==> src/rtl/pipeline_hazard_ctrl_pkg.sv <==
// Shared definitions for the pipeline hazard controller: FSM state
// encodings, the bundle of pipeline-control outputs and its canned
// values, and a small helper for sizing the sequence counter.
package pipeline_hazard_ctrl_pkg;

    localparam int unsigned REG_ADDR_W_DEF = 5;

    // Code 3 is never entered. It decodes as RUN and always returns to RUN.
    typedef enum logic [1:0] {
        ST_RUN   = 2'd0,
        ST_STALL = 2'd1,
        ST_FLUSH = 2'd2,
        ST_RSVD  = 2'd3
    } ctrl_state_e;

    typedef struct packed {
        logic pc_write;
        logic ifid_write;
        logic ifid_flush;
        logic idex_bubble;
    } pipe_ctrl_t;

    localparam pipe_ctrl_t CTRL_RUN   = '{pc_write: 1'b1, ifid_write: 1'b1, ifid_flush: 1'b0, idex_bubble: 1'b0};
    localparam pipe_ctrl_t CTRL_STALL = '{pc_write: 1'b0, ifid_write: 1'b0, ifid_flush: 1'b0, idex_bubble: 1'b1};
    localparam pipe_ctrl_t CTRL_FLUSH = '{pc_write: 1'b1, ifid_write: 1'b1, ifid_flush: 1'b1, idex_bubble: 1'b1};
    localparam pipe_ctrl_t CTRL_RESET = '{pc_write: 1'b0, ifid_write: 1'b0, ifid_flush: 1'b1, idex_bubble: 1'b1};

    function automatic int unsigned max_u(input int unsigned a, input int unsigned b);
        return (a > b) ? a : b;
    endfunction

endpackage

==> src/rtl/pipeline_hazard_ctrl_hazard_detect.sv <==
// Load-use hazard detector. Purely combinational: flags when the load in
// EX writes a register that the instruction in ID reads.
// Ports:
//   id_rs_i        rs of the instruction in ID
//   id_rt_i        rt of the instruction in ID
//   id_uses_rt_i   ID instruction actually reads rt
//   ex_rd_i        destination register of the instruction in EX
//   ex_mem_read_i  EX instruction is a load
//   hazard_o       load-use hazard present
module pipeline_hazard_ctrl_hazard_detect #(
    parameter int unsigned REG_ADDR_W = 5
) (
    input  logic [REG_ADDR_W-1:0] id_rs_i,
    input  logic [REG_ADDR_W-1:0] id_rt_i,
    input  logic                  id_uses_rt_i,
    input  logic [REG_ADDR_W-1:0] ex_rd_i,
    input  logic                  ex_mem_read_i,
    output logic                  hazard_o
);

    logic rd_nonzero;
    logic rs_match;
    logic rt_match;

    // A load into r0 is discarded by the register file, so it can never
    // feed a dependent instruction.
    assign rd_nonzero = (ex_rd_i != '0);
    assign rs_match   = (ex_rd_i == id_rs_i);
    assign rt_match   = id_uses_rt_i && (ex_rd_i == id_rt_i);
    assign hazard_o   = ex_mem_read_i && rd_nonzero && (rs_match || rt_match);

endmodule

==> src/rtl/pipeline_hazard_ctrl.sv <==
// Pipeline hazard controller for the 5-stage pipeline. Stalls PC and IF/ID
// with ID/EX bubbles on load-use hazards, squashes wrong-path fetches on a
// taken branch or jump, and counts stalled cycles for the debug display.
// All control outputs respond in the same cycle the condition is seen.
// Ports:
//   clk, reset       clock; asynchronous active-high reset
//   id_rs, id_rt     source registers of the ID instruction
//   id_uses_rt       ID instruction reads rt
//   ex_rd            destination of the EX instruction
//   ex_mem_read      EX instruction is a load
//   ex_branch_taken  branch in EX resolved taken
//   ex_jump          jump in EX
//   pc_write         PC may update
//   ifid_write       IF/ID may load
//   ifid_flush       IF/ID loads a NOP
//   idex_bubble      ID/EX control fields forced to zero
//   ctrl_state       current FSM state (debug)
//   stall_cycles     saturating count of cycles with pc_write low
module pipeline_hazard_ctrl
    import pipeline_hazard_ctrl_pkg::*;
#(
    parameter int unsigned REG_ADDR_W        = REG_ADDR_W_DEF,
    parameter int unsigned LOAD_STALL_CYCLES = 1,
    parameter int unsigned FLUSH_CYCLES      = 1,
    parameter int unsigned PERF_W            = 16
) (
    input  logic                  clk,
    input  logic                  reset,
    input  logic [REG_ADDR_W-1:0] id_rs,
    input  logic [REG_ADDR_W-1:0] id_rt,
    input  logic                  id_uses_rt,
    input  logic [REG_ADDR_W-1:0] ex_rd,
    input  logic                  ex_mem_read,
    input  logic                  ex_branch_taken,
    input  logic                  ex_jump,
    output logic                  pc_write,
    output logic                  ifid_write,
    output logic                  ifid_flush,
    output logic                  idex_bubble,
    output logic [1:0]            ctrl_state,
    output logic [PERF_W-1:0]     stall_cycles
);

    localparam int unsigned CNT_W = $clog2(max_u(LOAD_STALL_CYCLES, FLUSH_CYCLES)) + 1;

    localparam logic [CNT_W-1:0] CNT_ONE      = CNT_W'(1);
    localparam logic [CNT_W-1:0] STALL_RELOAD = CNT_W'(LOAD_STALL_CYCLES - 1);
    localparam logic [CNT_W-1:0] FLUSH_RELOAD = CNT_W'(FLUSH_CYCLES - 1);
    localparam logic [PERF_W-1:0] PERF_ONE    = PERF_W'(1);
    localparam logic [PERF_W-1:0] PERF_MAX    = {PERF_W{1'b1}};

    // Single-cycle sequences need no extra state: they complete in RUN.
    localparam ctrl_state_e STALL_NEXT = (LOAD_STALL_CYCLES > 1) ? ST_STALL : ST_RUN;
    localparam ctrl_state_e FLUSH_NEXT = (FLUSH_CYCLES > 1) ? ST_FLUSH : ST_RUN;

    ctrl_state_e       state_q, state_d;
    logic [CNT_W-1:0]  cnt_q, cnt_d;
    logic [PERF_W-1:0] stall_q;
    pipe_ctrl_t        ctrl;
    pipe_ctrl_t        ctrl_out;
    logic              hazard;
    logic              redirect;

    pipeline_hazard_ctrl_hazard_detect #(
        .REG_ADDR_W (REG_ADDR_W)
    ) u_hazard_detect (
        .id_rs_i       (id_rs),
        .id_rt_i       (id_rt),
        .id_uses_rt_i  (id_uses_rt),
        .ex_rd_i       (ex_rd),
        .ex_mem_read_i (ex_mem_read),
        .hazard_o      (hazard)
    );

    assign redirect = ex_branch_taken || ex_jump;

    // NOTE: every signal written here gets a default first, so no path
    // leaves one unassigned and no latch is inferred.
    always_comb begin
        state_d = state_q;
        cnt_d   = cnt_q;
        ctrl    = CTRL_RUN;
        case (state_q)
            ST_STALL: begin
                if (redirect) begin
                    ctrl    = CTRL_FLUSH;
                    state_d = FLUSH_NEXT;
                    cnt_d   = FLUSH_RELOAD;
                end else begin
                    ctrl    = CTRL_STALL;
                    cnt_d   = cnt_q - CNT_ONE;
                    state_d = (cnt_q == CNT_ONE) ? ST_RUN : ST_STALL;
                end
            end
            ST_FLUSH: begin
                ctrl = CTRL_FLUSH;
                if (redirect) begin
                    // A fresh redirect restarts the squash window.
                    state_d = FLUSH_NEXT;
                    cnt_d   = FLUSH_RELOAD;
                end else begin
                    cnt_d   = cnt_q - CNT_ONE;
                    state_d = (cnt_q == CNT_ONE) ? ST_RUN : ST_FLUSH;
                end
            end
            default: begin
                // RUN, and the unused code which behaves as RUN.
                if (redirect) begin
                    // Redirect wins: the stalled ID instruction is wrong-path anyway.
                    ctrl    = CTRL_FLUSH;
                    state_d = FLUSH_NEXT;
                    cnt_d   = FLUSH_RELOAD;
                end else if (hazard) begin
                    ctrl    = CTRL_STALL;
                    state_d = STALL_NEXT;
                    cnt_d   = STALL_RELOAD;
                end else begin
                    state_d = ST_RUN;
                end
                if (state_q == ST_RSVD) begin
                    state_d = ST_RUN;
                    cnt_d   = '0;
                end
            end
        endcase
    end

    // NOTE: sequential state uses non-blocking assignments so every
    // register samples its pre-edge inputs regardless of statement order.
    always_ff @(posedge clk or posedge reset) begin
        if (reset) begin
            state_q <= ST_RUN;
            cnt_q   <= '0;
            stall_q <= '0;
        end else begin
            state_q <= state_d;
            cnt_q   <= cnt_d;
            if (!ctrl.pc_write && (stall_q != PERF_MAX)) begin
                stall_q <= stall_q + PERF_ONE;
            end
        end
    end

    // Reset holds the front end frozen and keeps bubbles flowing.
    assign ctrl_out     = reset ? CTRL_RESET : ctrl;
    assign pc_write     = ctrl_out.pc_write;
    assign ifid_write   = ctrl_out.ifid_write;
    assign ifid_flush   = ctrl_out.ifid_flush;
    assign idex_bubble  = ctrl_out.idex_bubble;
    assign ctrl_state   = state_q;
    assign stall_cycles = stall_q;

endmodule

==> config.mk <==
export PLATFORM = sky130hd
export DESIGN_NAME = pipeline_hazard_ctrl
export DESIGN_NICKNAME = d
export VERILOG_FILES = /design/src/rtl/pipeline_hazard_ctrl_pkg.sv /design/src/rtl/pipeline_hazard_ctrl_hazard_detect.sv /design/src/rtl/pipeline_hazard_ctrl.sv
export SDC_FILE = /design/constraint.sdc
export NUM_CORES = 1
export LEC_CHECK = 0
export ABC_AREA = 1
export CAP_MARGIN = 20
export CORE_AREA = 10 10 62 69
export CTS_CLUSTER_DIAMETER = 60
export CTS_CLUSTER_SIZE = 14
export DETAILED_ROUTE_END_ITERATION = 8
export DIE_AREA = 0 0 72 79
export GPL_TIMING_DRIVEN = 0
export PLACE_DENSITY = 0.82
export SYNTH_ARGS = -nofsm -noshare
export SYNTH_HDL_FRONTEND = slang
export SYNTH_SLANG_ARGS = --single-unit
==> constraint.sdc <==
create_clock -name clk -period 4.3 [get_ports clk]
set_clock_uncertainty 0.15 [all_clocks]
set_input_delay 0.645 -clock clk [delete_from_list [all_inputs] [get_ports clk]]
set_output_delay 0.645 -clock clk [all_outputs]
set_load 0.1 [all_outputs]
==> results of run 1 <==
[cells in the mapped netlist]
| library cell | count | area [sq um] |
|---|---|---|
| nor4_1 | 2 | 12.5 |
| o21ai_0 | 1 | 5.00 |
| nor3_1 | 4 | 20.0 |
| nand3_2 | 1 | 10.0 |
| nand4_1 | 2 | 12.5 |
| nor2_2 | 1 | 6.26 |
| buf_2 | 1 | 5.00 |
| nand3b_1 | 1 | 7.51 |
| o211ai_1 | 1 | 7.51 |
| xor2_1 | 7 | 61.3 |
| nand2_2 | 3 | 18.8 |
| ha_1 | 4 | 50.1 |
| inv_1 | 33 | 124 |
| nand3_1 | 25 | 125 |
| nand2_1 | 78 | 293 |
| buf_6 | 1 | 11.3 |
| nor2_4 | 1 | 11.3 |
| nor2_1 | 18 | 67.6 |
| dfrtp_1 | 19 | 475 |
| nor3_2 | 1 | 10.0 |
| buf_4 | 3 | 22.5 |
| xnor2_1 | 4 | 35.0 |
[through the flow]
| stage | util (%) | std cells | setup WS, ns | hold WS, ns |
|---|---|---|---|---|
| global route | 64.0 | 291 | 0.0517 | 0.357 |
| finish | 64.0 | 291 | 0.254 | 0.334 |
| global placement | 63.1 | 287 | 0.252 | 0.298 |
| detailed placement | 63.1 | 287 | 0.211 | 0.308 |
| CTS | 64.0 | 291 | 0.217 | 0.324 |
| floorplan | - | 211 | 0.429 | 0.272 |
[critical path, stage by stage]
cell	delay (ns)
clkdlybuf4s50_1	0.46
inv_1	0.09
nand4_1	0.09
o21ai_0	0.16
inv_1	0.07
nand3_1	0.08
nand2_1	0.12
buf_4	0.21
nor2_2	0.10
buf_4	0.11
clkdlybuf4s50_1	1.12
[cell type report]
cell class	instances	area (sq um)	area share, %
multi-input cells	154	756	40.1
flip-flops and latches	19	475	25.2
repair buffers	42	420	22.3
inverters	33	124	6.57
well taps	34	42.5	2.26
plain buffers	5	38.8	2.06
clock buffers	3	22.5	1.20
clock inverters	1	5.00	0.266
[power by group through the flow]
stage	Combinational, mW	Sequential (mW)	Clock [mW]
floorplan	0.0434	0.238	0
detailed placement	0.130	0.195	0
global placement	0.129	0.195	0
CTS	0.130	0.192	0.0964
global route	0.139	0.194	0.103
finish	0.129	0.192	0.0939
[state kept, by name, summed over array words and instances (netlist names)]
register      cells
ctrl_state        2
stall_cycles     16
cnt_q             1
[layer usage]
layer | vias to the layer above | GRT usage [%] | part of all wire (%)
met5 | - | 0 | 0
met3 | 6 | 3.23 | 4.7
met4 | 0 | 5.62 | 1.8
met1 | 620 | 13.7 | 45
met2 | 31 | 21.6 | 48
li1 | 739 | - | -
[cells by family (layout without fill, tap and decap cells)]
logic type      Yosys count  in the layout  share of synthesized area [%]
fa+ha+maj                 4              4                           3.60
compound gates            2              2                          0.899
simple gates            137            137                           42.7
flops                    19             19                           34.2
xor+xnor                 11             11                           6.92
buf+inv                  38             84                           11.7
[path summary, 6_finish.rpt]
kind,start,to,slack (ns),depth (start not counted)
max,ex_rd[2],pc_write,0.25,11
min,cnt_q$_DFFE_PP0P_,ctrl_state[1]$_DFF_PP0_,0.33,1
max reg2reg,ctrl_state[0]$_DFF_PP0_,stall_cycles[3]$_DFFE_PP0P_,2.39,10
min reg2reg,cnt_q$_DFFE_PP0P_,ctrl_state[1]$_DFF_PP0_,0.33,1
max in group asynchronous,reset,stall_cycles[2]$_DFFE_PP0P_,2.86,2
min in group asynchronous,reset,stall_cycles[8]$_DFFE_PP0P_,0.66,2
==> flow_metrics.env, run 1 <==
export IMPL_outcome="finished clean"
export IMPL_synth_cell_type_count=22
export IMPL_post_cts_buffers=0
export IMPL_slew_violations=0
export IMPL_rsz0062_at_grt="false"
export IMPL_grt_pass1_vias=1341
export IMPL_syn_nets=236
export IMPL_ys_seq_elements=19
export IMPL_clk_pin_slew_worst_paths_ns=0.11
export IMPL_final_common_cell="nand2_1"
export IMPL_p_switching_mw=0.154
export IMPL_numCtsBuffers=3
export IMPL_p_total_mw=0.414
export IMPL_fillCellCount=263
export IMPL_leakage_nw=0.970
export IMPL_synth_yosys_seq_area_share_pct=34.2
export IMPL_via_per_inst=4.80
export IMPL_wl_per_cell_microns=11.7
export IMPL_insertion_delay_ns=0.31
export IMPL_pwr_share_comb_pct=31.1
export IMPL_min_period_ns=4.05
export IMPL_core_area_sq_um=2940
export IMPL_netlist_instances=211
export IMPL_hold_path_class="register to register"
export IMPL_seqPwrFrac_pct=46.3
export IMPL_antenna_found_initial=0
export IMPL_io_buffer_count=42
export IMPL_power_frac_clock_pct=22.7
export IMPL_grt_max_degree=22
export IMPL_setup_worst_path_end_class="output port"
export IMPL_crit_required_ns=3.50
export IMPL_grt_pass1_wl_microns=5870
export IMPL_ioPinCount=43
export IMPL_hpwl_microns=2720
export IMPL_final_cell_mix="78 x nand2_1, 42 x clkdlybuf4s50_1, 33 x inv_1"
export IMPL_ant_nets=0
export IMPL_grt_overflow=0
export IMPL_drtIter0Drc=55
export IMPL_initial_core_util_pct=47.3
export IMPL_critPathKind="input pin to output port"
export IMPL_cp_arrival_ns=3.25
export IMPL_startpoint_type="input pin"
export IMPL_dieArea_sq_um=5690
export IMPL_placed_area_sq_um=1860
export IMPL_cts_tree="done"
export IMPL_cts_hold_buffers_added=0
export IMPL_drc=0
export IMPL_wl_microns=3410
export IMPL_place_gp_congestion=0.813
export IMPL_clock_root_buffer="clkbuf_4"
export IMPL_relSlewSlack_pct=34.3
export IMPL_intPower_mw=0.261
export IMPL_finalSetupTns_ns=0
export IMPL_power_density_nw_per_um2=220
export IMPL_nets=283
export IMPL_tightest_slew_ns=0.983
export IMPL_cts_resized_gates=0
export IMPL_grt_use_total_pct=12.4
export IMPL_dr_pass1_iters=4
export IMPL_fmax_mhz=247
export IMPL_antennaDiodeCount=0
export IMPL_clock_path_buffers=2
export IMPL_avgSynthCellArea_sq_um=6.59
export IMPL_rows=21
export IMPL_syn_area_sq_um=1390
export IMPL_p_sw_share_pct=37.1
export IMPL_fin_area_sq_um=1880
export IMPL_crit_path_max_fanout=10
export IMPL_die_y_microns=79
export IMPL_clock_sinks=19
export IMPL_area_growth_pct=35.4
export IMPL_htree_levels=1
export IMPL_dr_total_vias=1396
export IMPL_period_share_pct=94.1
export IMPL_die_w_microns=72
export IMPL_setup_violations=0
export IMPL_drive_gt1_share_pct=6.61
export IMPL_ys_warn_count=0
export IMPL_max_cap_violations=0
export IMPL_hold_viol_final=0
export IMPL_worst_ir_drop_vdd_v=0.000307
Note: power is estimated with default switching activity, not from simulation.
==> run 2: changes to the inputs <==
--- a/config.mk
+++ b/config.mk
@@ -14,6 +14,7 @@
 export DIE_AREA = 0 0 72 79
 export GPL_TIMING_DRIVEN = 0
 export PLACE_DENSITY = 0.82
+export SETUP_SLACK_MARGIN = 0.15
 export SYNTH_ARGS = -nofsm -noshare
 export SYNTH_HDL_FRONTEND = slang
 export SYNTH_SLANG_ARGS = --single-unit
==> run 2 against run 1 <==
Via count is essentially flat. Register-to-register slack is essentially flat. Maximum frequency grew 9.5%. Combinational power is essentially flat. Worst hold slack gained 0.0050 ns. Clock power grew 0.6%. Critical endpoint is now idex_bubble. Highest routed layer unchanged.
==> flow_metrics.env, run 2 (same netlist as run 1, synthesis figures left out) <==
export IMPL_drive_gt1_share_pct=6.61
export IMPL_clock_root_buffer="clkbuf_4"
export IMPL_fillCellCount=263
export IMPL_drtIter0Drc=55
export IMPL_grt_pass1_wl_microns=5870
export IMPL_slew_violations=0
export IMPL_place_gp_congestion=0.813
export IMPL_grt_pass1_vias=1341
export IMPL_hold_viol_final=0
export IMPL_max_cap_violations=0
export IMPL_fmax_mhz=271
export IMPL_area_growth_pct=35.8
export IMPL_grt_overflow=0
export IMPL_startpoint_type="input pin"
export IMPL_p_total_mw=0.415
export IMPL_clk_pin_slew_worst_paths_ns=0.11
export IMPL_tightest_slew_ns=0.990
export IMPL_dr_pass1_iters=4
export IMPL_cts_resized_gates=0
export IMPL_hold_ws_ns=0.339
export IMPL_leakage_nw=0.988
export IMPL_wl_per_cell_microns=11.8
export IMPL_dieArea_sq_um=5690
export IMPL_critPathKind="input pin to output port"
export IMPL_final_cell_mix="78 x nand2_1, 40 x clkdlybuf4s50_1, 33 x inv_1"
export IMPL_rsz0062_at_grt="false"
export IMPL_period_share_pct=85.9
export IMPL_final_util_pct=64.2
export IMPL_slowest_stage="clkdlybuf4s50_1"
export IMPL_dr_total_vias=1395
export IMPL_cts_tree="done"
export IMPL_seq_area_sq_um=475
export IMPL_final_common_cell="nand2_1"
export IMPL_cpPeakStageDelay_ns=1.16
export IMPL_wl_microns=3430
export IMPL_die_y_microns=79
export IMPL_ioPinCount=43
export IMPL_cp_top_family="buffers and inverters"
export IMPL_grt_use_total_pct=12.4
export IMPL_power_density_nw_per_um2=220
export IMPL_cp_num_buf_inv=3
export IMPL_crit_path_max_fanout=4
export IMPL_core_area_sq_um=2940
export IMPL_setup_violations=0
export IMPL_cp_arrival_ns=2.90
export IMPL_clock_path_buffers=2
export IMPL_min_period_ns=3.69
export IMPL_cp_common_cell="nand2_1"
export IMPL_crit_required_ns=3.50
export IMPL_worst_ir_drop_vdd_v=0.000307
export IMPL_rows=21
export IMPL_die_w_microns=72
export IMPL_cts_hold_buffers_added=0
export IMPL_outcome="finished clean"
export IMPL_setup_worst_path_end_class="output port"
export IMPL_relSlewSlack_pct=33.9
export IMPL_hpwl_microns=2720
export IMPL_finalSetupTns_ns=0
export IMPL_hold_path_class="register to register"
export IMPL_insertion_delay_ns=0.31
export IMPL_placed_area_sq_um=1860
export IMPL_clock_sinks=19
export IMPL_nets=283
export IMPL_via_per_inst=4.79
export IMPL_initial_core_util_pct=47.3
export IMPL_largest_reg_flops=16
export IMPL_fin_area_sq_um=1890
export IMPL_multi_input_area_sq_um=756
export IMPL_post_cts_buffers=0
export IMPL_ant_nets=0
export IMPL_grt_max_degree=22
export IMPL_io_buffer_count=42
export IMPL_drc=0
export IMPL_antenna_found_initial=0
export IMPL_htree_levels=1
export IMPL_antennaDiodeCount=0
export IMPL_numCtsBuffers=3
export IMPL_cp_cell_sequence="clkdlybuf4s50_1, inv_1, nand2_1, nand2_1, nor2_1, nand3_1, nand2_1, nand2_1, nand3_1, clkdlybuf4s50_1"
run 2: cell count changes in the layout (fill, tap and decap cells not counted), sizes merged:
cell           previous run  this run
dlymetal6s2s              0         2
clkdlybuf4s50            42        40
run 2: where the power goes:
| part | internal [mW] | total, mW | leakage, nW | switching, mW |
|---|---|---|---|---|
| sequential | 0.185 | 0.192 | 0.264 | 0.00730 |
| clock | 0.0348 | 0.0945 | 0.0177 | 0.0597 |
| combinational | 0.0414 | 0.129 | 0.707 | 0.0872 |
| total | 0.261 | 0.415 | 0.988 | 0.154 |
run 2: per-stage QoR:
stage,instances,setup slack [ns]
after detailed placement,287,0.211
after global placement,287,0.252
after floorplan,211,0.429
after CTS,291,0.217
final,291,0.606
after global routing,291,0.382
run 2: area by class of cell:
type	count	area share, %
clock inverter	1	0.265
buffer	5	2.05
sequential	19	25.2
clock buffer	3	1.19
inverter	33	6.56
timing repair buffer	42	22.5
multi-input combinational	154	40.0
tap	34	2.25
run 2: final timing paths:
path	end	cells after the start	startpoint	slack [ns]
min in group asynchronous	stall_cycles[8]$_DFFE_PP0P_	2	reset	0.66
min	ctrl_state[1]$_DFF_PP0_	1	cnt_q$_DFFE_PP0P_	0.34
min reg2reg	ctrl_state[1]$_DFF_PP0_	1	cnt_q$_DFFE_PP0P_	0.34
max in group asynchronous	stall_cycles[2]$_DFFE_PP0P_	2	reset	2.86
max reg2reg	stall_cycles[3]$_DFFE_PP0P_	10	ctrl_state[0]$_DFF_PP0_	2.38
max	idex_bubble	10	ex_rd[4]	0.61
run 2: worst register-to-register path: cells and delay by family, from the launching register on:
family / cells / cell delay, ns
adder cells (fa/ha/maj): 1 / 0.27
flip-flops: 1 / 0.41
AND/OR/NAND/NOR: 6 / 0.68
buffers and inverters: 3 / 0.32
run 2: routing by layer:
layer / wire length (microns) / part of all wire, % / vias to the layer above / global-route usage (%)
met5: 0 / 0 / - / 0
met4: 63 / 1.8 / 0 / 5.62
met3: 156 / 4.5 / 6 / 3.23
met2: 1660 / 48 / 31 / 21.6
met1: 1550 / 45 / 619 / 13.7
li1: - / - / 739 / -
==> run 3: changes to the inputs <==
--- a/config.mk
+++ b/config.mk
@@ -8,6 +8,7 @@
 export ABC_AREA = 1
 export CAP_MARGIN = 20
 export CORE_AREA = 10 10 62 69
+export CTS_BUF_LIST = sky130_fd_sc_hd__clkbuf_8 sky130_fd_sc_hd__clkbuf_16
 export CTS_CLUSTER_DIAMETER = 60
 export CTS_CLUSTER_SIZE = 14
 export DETAILED_ROUTE_END_ITERATION = 8
==> run 3 against run 2 <==
Total power grew 7.9%. Register-to-register slack is essentially flat. Critical endpoint unchanged. Count of clock-buffer cells in the layout did not move. Critical path depth is the same. First-iteration DRC count increased by 35%. Maximum frequency about the same. Sequential power barely moved. Clock power up 34%. Utilization up 0.64 points.
==> flow_metrics.env, run 3 (same netlist as run 1, synthesis figures left out) <==
export IMPL_insertion_delay_ns=0.26
export IMPL_clock_path_buffers=2
export IMPL_worstHoldEndpoint="ctrl_state[1]$_DFF_PP0_"
export IMPL_rrSetupSlack_ns=2.38
export IMPL_min_path_cells=1
export IMPL_relSlewSlack_pct=33.9
export IMPL_crit_required_ns=3.50
export IMPL_power_density_nw_per_um2=235
export IMPL_clock_root_buffer="clkbuf_8"
export IMPL_grt_use_total_pct=12.5
export IMPL_min_period_ns=3.69
export IMPL_area_growth_pct=37.1
export IMPL_seqPwrFrac_pct=42.9
export IMPL_clk_pin_slew_worst_paths_ns=0.07
export IMPL_worst_ir_drop_vdd_v=0.000346
export IMPL_nets=283
export IMPL_critPathKind="input pin to output port"
export IMPL_post_cts_buffers=0
export IMPL_period_share_pct=85.9
export IMPL_hold_viol_final=0
export IMPL_dr_total_vias=1412
export IMPL_crit_path_max_fanout=4
export IMPL_slew_violations=0
export IMPL_dieArea_sq_um=5690
export IMPL_initial_core_util_pct=47.3
export IMPL_fmax_mhz=271
export IMPL_intPower_mw=0.291
export IMPL_drc=0
export IMPL_regToRegStartpoint="ctrl_state[0]$_DFF_PP0_"
export IMPL_clock_sinks=19
export IMPL_antenna_found_initial=0
export IMPL_finalSetupTns_ns=0
export IMPL_numPlacedInstances=287
export IMPL_wl_microns=3480
export IMPL_tightest_slew_ns=0.990
export IMPL_rsz0062_at_grt="false"
export IMPL_pwr_share_comb_pct=28.8
export IMPL_leakage_nw=0.996
export IMPL_grt_pass1_vias=1365
export IMPL_antennaDiodeCount=0
export IMPL_cp_arrival_ns=2.90
export IMPL_die_y_microns=79
export IMPL_drive_gt1_share_pct=6.61
export IMPL_final_cell_mix="78 x nand2_1, 40 x clkdlybuf4s50_1, 33 x inv_1"
export IMPL_p_total_mw=0.448
export IMPL_core_area_sq_um=2940
export IMPL_ioPinCount=43
export IMPL_setup_violations=0
export IMPL_dr_pass1_iters=4
export IMPL_htree_levels=1
export IMPL_largest_reg_flops=16
export IMPL_place_gp_congestion=0.813
export IMPL_stdcell_count=291
export IMPL_rows=21
export IMPL_via_per_inst=4.85
export IMPL_drtIter0Drc=74
export IMPL_die_w_microns=72
export IMPL_outcome="finished clean"
export IMPL_reg2reg_to="stall_cycles[3]$_DFFE_PP0P_"
export IMPL_ant_nets=0
export IMPL_io_buffer_count=42
export IMPL_hpwl_microns=2720
export IMPL_cts_hold_buffers_added=0
export IMPL_setup_worst_path_end_class="output port"
export IMPL_cts_tree="done"
export IMPL_hold_path_startpoint="cnt_q$_DFFE_PP0P_"
export IMPL_final_common_cell="nand2_1"
export IMPL_startpoint_type="input pin"
export IMPL_grt_pass1_wl_microns=5940
export IMPL_p_switching_mw=0.157
export IMPL_grt_overflow=0
export IMPL_grt_max_degree=22
export IMPL_numCtsBuffers=3
export IMPL_wl_per_cell_microns=12.0
export IMPL_r2r_cells=10
export IMPL_p_sw_share_pct=35.1
export IMPL_cts_resized_gates=0
export IMPL_hold_path_class="register to register"
export IMPL_max_cap_violations=0
export IMPL_power_frac_clock_pct=28.4
## run 3: cell types whose count changed in the layout (fill, tap and decap cells not counted)
cell / change
clkbuf_8: +3
clkbuf_4: -3
## run 3: how the worst max path moves through the flow
stage | from | endpoint | slack, ns | cells past startpoint
6_report | ex_rd[4] | idex_bubble | 0.61 | 10
5_1_grt | ex_rd[4] | idex_bubble | 0.38 | 10
4_1_cts | ex_rd[2] | pc_write | 0.22 | 11
3_5_place_dp | ex_rd[2] | pc_write | 0.21 | 11
3_3_place_gp | ex_rd[2] | pc_write | 0.25 | 11
2_1_floorplan | ctrl_state[0]$_DFF_PP0_ | pc_write | 0.43 | 9
## run 3: per-layer routing
layer  GRT usage, %  wire [microns]  vias to the layer above
met4           5.43              63                        0
met2           22.1            1710                       32
met3           3.36             166                        7
li1               -               -                      737
met5              0               0                        -
met1           13.6            1550                      636
## run 3: cell type report
type | count | area, sq um
Clock inverter | 1 | 5.00
Inverter | 33 | 124
Sequential cell | 19 | 475
Buffer | 5 | 38.8
Tap cell | 34 | 42.5
Multi-Input combinational cell | 154 | 756
Timing Repair Buffer | 42 | 425
Fill cell | 261 | 1030
Clock buffer | 3 | 41.3
## run 3: power groups by stage
stage	Sequential, mW	Combinational [mW]	Clock (mW)
finish	0.192	0.129	0.127
global route	0.194	0.139	0.135
CTS	0.192	0.130	0.128
detailed placement	0.195	0.130	0
global placement	0.195	0.129	0
floorplan	0.238	0.0434	0
## run 3: worst max-delay path, stage by stage
cell and delay [ns]:
clkdlybuf4s50_1 0.51, inv_1 0.07, nand2_1 0.05, nand2_1 0.04, nor2_1 0.10, nand3_1 0.09
nand2_1 0.08, nand2_1 0.08, nand3_1 0.08, clkdlybuf4s50_1 1.16
## run 3: metrics by stage
stage	instance area [sq um]	setup slack, ns	hold WS [ns]	utilization, %
final	1910	0.605	0.328	64.8
after global routing	1910	0.382	0.350	64.8
after CTS	1900	0.217	0.318	64.7
after detailed placement	1860	0.211	0.308	63.1
after global placement	1860	0.252	0.298	63.1
after floorplan	1390	0.429	0.272	-
